===== config.mk =====
export PLATFORM = sky130hd
export DESIGN_NAME = node_port_io
export DESIGN_NICKNAME = d
export VERILOG_FILES = /design/src/rtl/node_port_io_pkg.sv /design/src/rtl/node_port_io_port_arbiter.sv /design/src/rtl/node_port_io.sv
export SDC_FILE = /design/constraint.sdc
export NUM_CORES = 1
export LEC_CHECK = 0
export BUFFER_PORTS_ARGS = -buffer_cell sky130_fd_sc_hd__buf_2
export CAP_MARGIN = 20
export CORE_ASPECT_RATIO = 0.6
export CORE_UTILIZATION = 40
export CTS_CLUSTER_DIAMETER = 30
export DETAILED_ROUTE_END_ITERATION = 12
export PLACE_DENSITY = 0.82
export SLEW_MARGIN = 40
export SYNTH_ARGS = -nofsm -noshare
export SYNTH_HDL_FRONTEND = slang
export SYNTH_SLANG_ARGS = --single-unit

===== constraint.sdc =====
create_clock -name clk -period 2.99 [get_ports clk]
set_clock_uncertainty 0.1 [all_clocks]
set_input_delay 0.598 -clock clk [delete_from_list [all_inputs] [get_ports clk]]
set_output_delay 0.598 -clock clk [all_outputs]
set_load 0.03 [all_outputs]

===== src/rtl/node_port_io_pkg.sv =====
// -----------------------------------------------------------------------------
// node_port_io_pkg
// Shared definitions for the TIS-100 node port-transfer unit:
//   - target codes as produced by the instruction decoder
//   - bit positions of each neighbour inside the 4-bit handshake vectors
//   - controller state encoding
//   - arbitration orders for ANY reads and ANY writes
//   - small helpers converting between target codes and port masks
// -----------------------------------------------------------------------------
package node_port_io_pkg;

  localparam int DEFAULT_WIDTH = 11;

  localparam logic [2:0] TARGET_NIL   = 3'd0;
  localparam logic [2:0] TARGET_ACC   = 3'd1;
  localparam logic [2:0] TARGET_UP    = 3'd2;
  localparam logic [2:0] TARGET_DOWN  = 3'd3;
  localparam logic [2:0] TARGET_LEFT  = 3'd4;
  localparam logic [2:0] TARGET_RIGHT = 3'd5;
  localparam logic [2:0] TARGET_ANY   = 3'd6;
  localparam logic [2:0] TARGET_LAST  = 3'd7;

  localparam int DIR_UP    = 0;
  localparam int DIR_DOWN  = 1;
  localparam int DIR_LEFT  = 2;
  localparam int DIR_RIGHT = 3;

  typedef enum logic [1:0] {
    PIO_IDLE = 2'd0,
    PIO_RD   = 2'd1,
    PIO_WR   = 2'd2,
    PIO_DONE = 2'd3
  } pioState_e;

  // Priority orders packed as four 2-bit port indices; bits [1:0] hold the
  // highest-priority port. Reads prefer LEFT, RIGHT, UP, DOWN; writes prefer
  // UP, LEFT, RIGHT, DOWN.
  localparam logic [7:0] READ_ORDER  = {2'd1, 2'd0, 2'd3, 2'd2};
  localparam logic [7:0] WRITE_ORDER = {2'd1, 2'd3, 2'd2, 2'd0};

  // Fixed directional target to one-hot port mask; anything else maps to none.
  function automatic logic [3:0] targetToMask(input logic [2:0] target);
    logic [3:0] mask;
    mask = 4'b0000;
    if (target >= TARGET_UP && target <= TARGET_RIGHT) begin
      mask = 4'b0001 << (target - TARGET_UP);
    end
    return mask;
  endfunction

  // One-hot port vector back to its directional target code (NIL if empty).
  function automatic logic [2:0] maskToTarget(input logic [3:0] mask);
    logic [2:0] target;
    target = TARGET_NIL;
    for (int i = 0; i < 4; i++) begin
      if (mask[i]) begin
        target = 3'(i) + TARGET_UP;
      end
    end
    return target;
  endfunction

endpackage


===== src/rtl/node_port_io_port_arbiter.sv =====
// -----------------------------------------------------------------------------
// port_arbiter
// Decodes a read or write target into the set of ports that should see this
// node's half of the handshake.
//   sel_i      target code (UP..RIGHT, ANY, LAST)
//   lastDir_i  current LAST direction as a target code
//   partner_i  the neighbours' half of the handshake (in_valid or out_ready)
//   mask_o     ports on which to assert in_ready / out_valid
//   lastNil_o  LAST selected while no LAST direction exists yet: the transfer
//              completes without any handshake
// ORDER selects the ANY priority (see node_port_io_pkg).
// -----------------------------------------------------------------------------
module port_arbiter
  import node_port_io_pkg::*;
#(
  parameter logic [7:0] ORDER = READ_ORDER
) (
  input  logic [2:0] sel_i,
  input  logic [2:0] lastDir_i,
  input  logic [3:0] partner_i,
  output logic [3:0] mask_o,
  output logic       lastNil_o
);

  logic [3:0] pick;

  // Fixed-priority one-hot pick among active partners. Walking from lowest to
  // highest priority lets the highest-priority hit overwrite the others.
  always_comb begin
    pick = 4'b0000;
    for (int i = 3; i >= 0; i--) begin
      if (partner_i[ORDER[2*i +: 2]]) begin
        pick = 4'b0001 << ORDER[2*i +: 2];
      end
    end
  end

  // ANY offers all four ports until some partner responds, then narrows to the
  // single winner so no second port ever sees both handshake halves.
  always_comb begin
    mask_o    = 4'b0000;
    lastNil_o = 1'b0;
    case (sel_i)
      TARGET_UP, TARGET_DOWN, TARGET_LEFT, TARGET_RIGHT: begin
        mask_o = targetToMask(sel_i);
      end
      TARGET_ANY: begin
        mask_o = (|partner_i) ? pick : 4'b1111;
      end
      TARGET_LAST: begin
        mask_o    = targetToMask(lastDir_i);
        lastNil_o = (lastDir_i == TARGET_NIL);
      end
      default: begin
        mask_o = 4'b0000;
      end
    endcase
  end

endmodule


===== src/rtl/node_port_io.sv =====
// -----------------------------------------------------------------------------
// node_port_io
// Blocking port-transfer unit of a TIS-100 execution node. Executes the
// directional source read and/or destination write of the current op using
// valid/ready handshakes to the four neighbours, stalling until done.
//   clk, rst_n              clock, asynchronous active-low reset
//   read_req/read_sel       directional source request and target code
//   write_req/write_sel     directional destination request and target code
//   write_data              word to send when there is no directional source
//   read_data               word captured by the last read (registered)
//   done                    one-cycle pulse when all transfers are finished
//   stall                   request pending and not yet done
//   in_valid/in_data/in_ready    inbound handshakes, {RIGHT,LEFT,DOWN,UP}
//   out_valid/out_data/out_ready outbound handshakes, shared data word
//   last_dir                current LAST target code
// -----------------------------------------------------------------------------
module node_port_io
  import node_port_io_pkg::*;
#(
  parameter int WIDTH = DEFAULT_WIDTH
) (
  input  logic               clk,
  input  logic               rst_n,
  input  logic               read_req,
  input  logic [2:0]         read_sel,
  input  logic               write_req,
  input  logic [2:0]         write_sel,
  input  logic [WIDTH-1:0]   write_data,
  output logic [WIDTH-1:0]   read_data,
  output logic               done,
  output logic               stall,
  input  logic [3:0]         in_valid,
  input  logic [4*WIDTH-1:0] in_data,
  output logic [3:0]         in_ready,
  output logic [3:0]         out_valid,
  output logic [WIDTH-1:0]   out_data,
  input  logic [3:0]         out_ready,
  output logic [2:0]         last_dir
);

  pioState_e        state_q, state_d;
  logic [WIDTH-1:0] readData_q, readData_d;
  logic [2:0]       lastDir_q, lastDir_d;

  logic [3:0]       rdMask, wrMask;
  logic             rdNil, wrNil;
  logic [3:0]       rdHit, wrHit;
  logic             rdXfer, wrXfer;
  logic [WIDTH-1:0] rdWord;

  port_arbiter #(.ORDER(READ_ORDER)) readArb (
    .sel_i     (read_sel),
    .lastDir_i (lastDir_q),
    .partner_i (in_valid),
    .mask_o    (rdMask),
    .lastNil_o (rdNil)
  );

  port_arbiter #(.ORDER(WRITE_ORDER)) writeArb (
    .sel_i     (write_sel),
    .lastDir_i (lastDir_q),
    .partner_i (out_ready),
    .mask_o    (wrMask),
    .lastNil_o (wrNil)
  );

  // The masks are at most one-hot once a partner responds, so a transfer is
  // simply any overlap of our mask with the partner's signal in the right state.
  assign rdHit  = (state_q == PIO_RD) ? (rdMask & in_valid) : 4'b0000;
  assign wrHit  = (state_q == PIO_WR) ? (wrMask & out_ready) : 4'b0000;
  assign rdXfer = |rdHit;
  assign wrXfer = |wrHit;

  // Select the inbound word of the port that completed the read.
  always_comb begin
    rdWord = '0;
    for (int p = 0; p < 4; p++) begin
      if (rdHit[p]) begin
        rdWord = in_data[p*WIDTH +: WIDTH];
      end
    end
  end

  // State register.
  always_ff @(posedge clk or negedge rst_n) begin
    if (!rst_n) begin
      state_q <= PIO_IDLE;
    end else begin
      state_q <= state_d;
    end
  end

  // Next state: read first, then write, then a single DONE cycle. A LAST
  // transfer with no LAST direction yet completes without waiting.
  always_comb begin
    state_d = state_q;
    case (state_q)
      PIO_IDLE: begin
        if (read_req) begin
          state_d = PIO_RD;
        end else if (write_req) begin
          state_d = PIO_WR;
        end
      end
      PIO_RD: begin
        if (rdNil || rdXfer) begin
          state_d = write_req ? PIO_WR : PIO_DONE;
        end
      end
      PIO_WR: begin
        if (wrNil || wrXfer) begin
          state_d = PIO_DONE;
        end
      end
      PIO_DONE: begin
        state_d = PIO_IDLE;
      end
      default: begin
        state_d = PIO_IDLE;
      end
    endcase
  end

  // Outputs: handshake halves only in their own state; out_data is forced to
  // zero outside WR so the bus is quiet when nothing is offered.
  always_comb begin
    in_ready  = 4'b0000;
    out_valid = 4'b0000;
    out_data  = '0;
    done      = 1'b0;
    case (state_q)
      PIO_RD: begin
        in_ready = rdMask;
      end
      PIO_WR: begin
        out_valid = wrMask;
        out_data  = read_req ? readData_q : write_data;
      end
      PIO_DONE: begin
        done = 1'b1;
      end
      default: begin
        done = 1'b0;
      end
    endcase
  end

  assign stall = (read_req | write_req) & ~done;

  // Datapath next state: capture the read word (zero for a LAST read with no
  // LAST direction) and remember the port used by any ANY transfer.
  always_comb begin
    readData_d = readData_q;
    lastDir_d  = lastDir_q;
    if ((state_q == PIO_RD) && rdNil) begin
      readData_d = '0;
    end else if (rdXfer) begin
      readData_d = rdWord;
    end
    if (rdXfer && (read_sel == TARGET_ANY)) begin
      lastDir_d = maskToTarget(rdHit);
    end
    if (wrXfer && (write_sel == TARGET_ANY)) begin
      lastDir_d = maskToTarget(wrHit);
    end
  end

  // Datapath registers.
  always_ff @(posedge clk or negedge rst_n) begin
    if (!rst_n) begin
      readData_q <= '0;
      lastDir_q  <= TARGET_NIL;
    end else begin
      readData_q <= readData_d;
      lastDir_q  <= lastDir_d;
    end
  end

  assign read_data = readData_q;
  assign last_dir  = lastDir_q;

endmodule


==> flow_summary.toml <==
[outcome]
outcome = "complete, no violations"

[critical_path]
crit_chain = "buf_2 > buf_4 > or4b_4 > or4b_4 > o311ai_4 > buf_6"
worst-path-max-fanout = 4
crit_required_ps = 2290
r2r_cells = 9
arrival_ps = 2280
endpoint_kind = "output port"
crit_buf_inv = 3
reg2reg_from = "last_dir[2]"
max_stage_delay_ps = 560
path_common_cell = "or4b_4"
r2r_slack_ps = 250
cpMaxStageDelayCell = "or4b_4"
path_delay_family = "simple AND/OR/NAND/NOR gates"
critPathLaunchType = "primary input"
timing.rr.end = "state_q[0]"
worst-setup-path-type = "in2out"

[placement]
dp_hpwl_um = 5660
gp_congestion = 0.890
dpl_cell_area_mm2 = 0.00283
port_buffers = 107

[synthesis]
synthAdderAreaFrac_pct = 8.64
synthArstFlopShare_pct = 100
synth_compound_area_share_pct = 29.6
ys_top_cells_by_area = "dfrtp_1 20%, ha_1 8.6%, mux2i_1 6.4%"
synth_fp_nets = 353
avgSynthCellArea_um2 = 7.62
yosys.cell_types.count = 57
synth_xor_xnor_area_share_pct = 0
yosysSeqAreaShare_pct = 19.7
yosys.area.top_type = "dfrtp_1"
synth_top_family_by_area = "compound AO/OA/AOI/OAI gates"
ys_ff_latch = 16
netlist_instances = 266
yosysWarnings = 0
netlist_area_mm2 = 0.00203
synth_edf_count = 0
synth_top_area_share_pct = 19.7
yosys.area_share.simple_pct = 29.0
synthMuxAreaShare_pct = 7.16
synth_ff_type = "dfrtp_1"

[clocking]
clk_latency_ps = 250
cts_hold_buf = 0
cts_tree = "done"
htree_levels = 1
cts_root_buffer = "clkbuf_8"
clock_path_buffers = 2
path_clk_slew_ps = 60
numCtsBuffers = 3
cts.sinks = 16

[global_route]
grt_max_degree = 17
grt_overflow_total = 0
grt_pass1_wl_um = 10700
grt_pass1_vias = 2268
grt_usage_pct = 25.3
antenna_found_initial = 0

[worst_hold_path]
hp-class = "in2async"

[sta]
tightest_slew_ps = 664
whs_ps = 144
fin_crit_ps = 2970
fmax_mhz = 336
timing.final.crit_share_pct = 99.4
report.final.slew_viol_count = 0
setup_viol = 0
hold_violations = 0
slew_headroom_pct = 55.6

[floorplan]
rows = 19
core_area_mm2 = 0.00473
die_area_mm2 = 0.00537
start_util_pct = 42.9
die_w_um = 93.9
die_y_um = 57.2
num_io_pins = 108

[power]
total_power_mw = 2.01
ir_worst_vdd_v = 0.000667
power_density_mw_per_mm2 = 677
cellLeakagePower_nw = 1.52

[drt]
drtIter0Drc = 192
remaining_drc_errors = 0
viasPerCell = 5.53
dr.pass1.iters = 5
wl_per_cell_um = 15.2
dr_total_vias = 2523
ant_nets = 0
wirelength_um = 6940

[layout]
area_growth_pct = 46.3
fill_cells = 405
final_cell_area_mm2 = 0.00297
drive_gt1_share_pct = 40.5
final_common_cell = "buf_2"
layout_common_cells = "102 x buf_2, 34 x nand2_1, 32 x buf_4"
layout.nets = 481
n_antenna_cell = 0

[job]
drv_cap = 0
[area by class of cell]
cell class | count | area, µm² | area share (%)
sequential | 16 | 400 | 13.5
tap | 63 | 78.8 | 2.66
inverter | 14 | 57.6 | 1.94
multi-input combinational | 221 | 1570 | 53.1
timing repair buffer | 138 | 801 | 27.0
clock buffer | 4 | 55.1 | 1.86
[report_power, final]
group,internal (mW),switching (mW),leakage (nW)
logic,0.553,0.834,1.30
registers,0.324,0.105,0.193
clock network,0.117,0.0766,0.0288
total,0.994,1.02,1.52
[worst max path at each step]
stage | startpoint | endpoint | slack [ps] | depth (start not counted)
after floorplan | write_sel[1] | state_q[0] | -180 | 10
after global placement | write_sel[1] | state_q[0] | -140 | 10
after detailed placement | write_sel[1] | state_q[0] | -200 | 10
after CTS | last_dir[2] | state_q[0] | 3 | 9
after global routing | read_sel[2] | in_ready[2] | -30 | 8
final | write_sel[2] | out_valid[1] | 20 | 6
[metal layers]
layer	vias to the layer above	routed length (µm)	track usage [%]
met4	0	42	3.08
met1	1173	3370	38.4
met2	107	2880	37.6
met5	-	0	0
met3	9	643	5.47
li1	1234	-	-
[kinds of logic (layout without fill, tap and decap cells)]
kind of cell / count (synthesis) / after routing
AOI/OAI and AO/OA: 82 / 82
and+or+nand+nor: 111 / 111
muxes: 14 / 14
DFF: 16 / 16
adders and majority gates: 14 / 14
buffers and inverters: 29 / 156
[synthesized netlist by cell type, drive strengths merged, types with 2 or more instances]
cell / number
or4b: 4
o21bai: 2
and2: 2
nor4bb: 3
mux2i: 13
nor2b: 11
a31oi: 2
ha: 14
nand2b: 2
nor3: 6
nor2: 27
a21oi: 22
and3: 3
clkbuf: 11
a221oi: 3
nand2: 34
nor3b: 2
dfrtp: 16
o21a: 5
or3b: 2
nand3b: 2
o311a: 2
buf: 4
inv: 14
and4: 2
o21ai: 10
a211o: 12
a21boi: 2
nand4: 3
or3: 2
o22ai: 10
[registers in the layout, summed over array words and instances (netlist names)]
signal	cells
read_data	11
last_dir	3
state_q	2
[stage by stage]
stage               instances  util (%)  setup TNS [ps]  setup WS, ps
floorplan                 266         -            -202          -184
global placement          449      59.8            -609          -141
global route              456      62.7           -31.3         -31.3
CTS                       455      61.6               0          2.96
finish                    456      62.7               0          16.5
detailed placement        449      59.8           -1200          -198
[timing repair]
item	4_1_cts	5_1_grt
endpoints found under the setup margin	4	18
buffers inserted	2	1
gates resized for setup	5	10
pin swaps	2	4
Note: power is estimated with default switching activity, not from simulation.
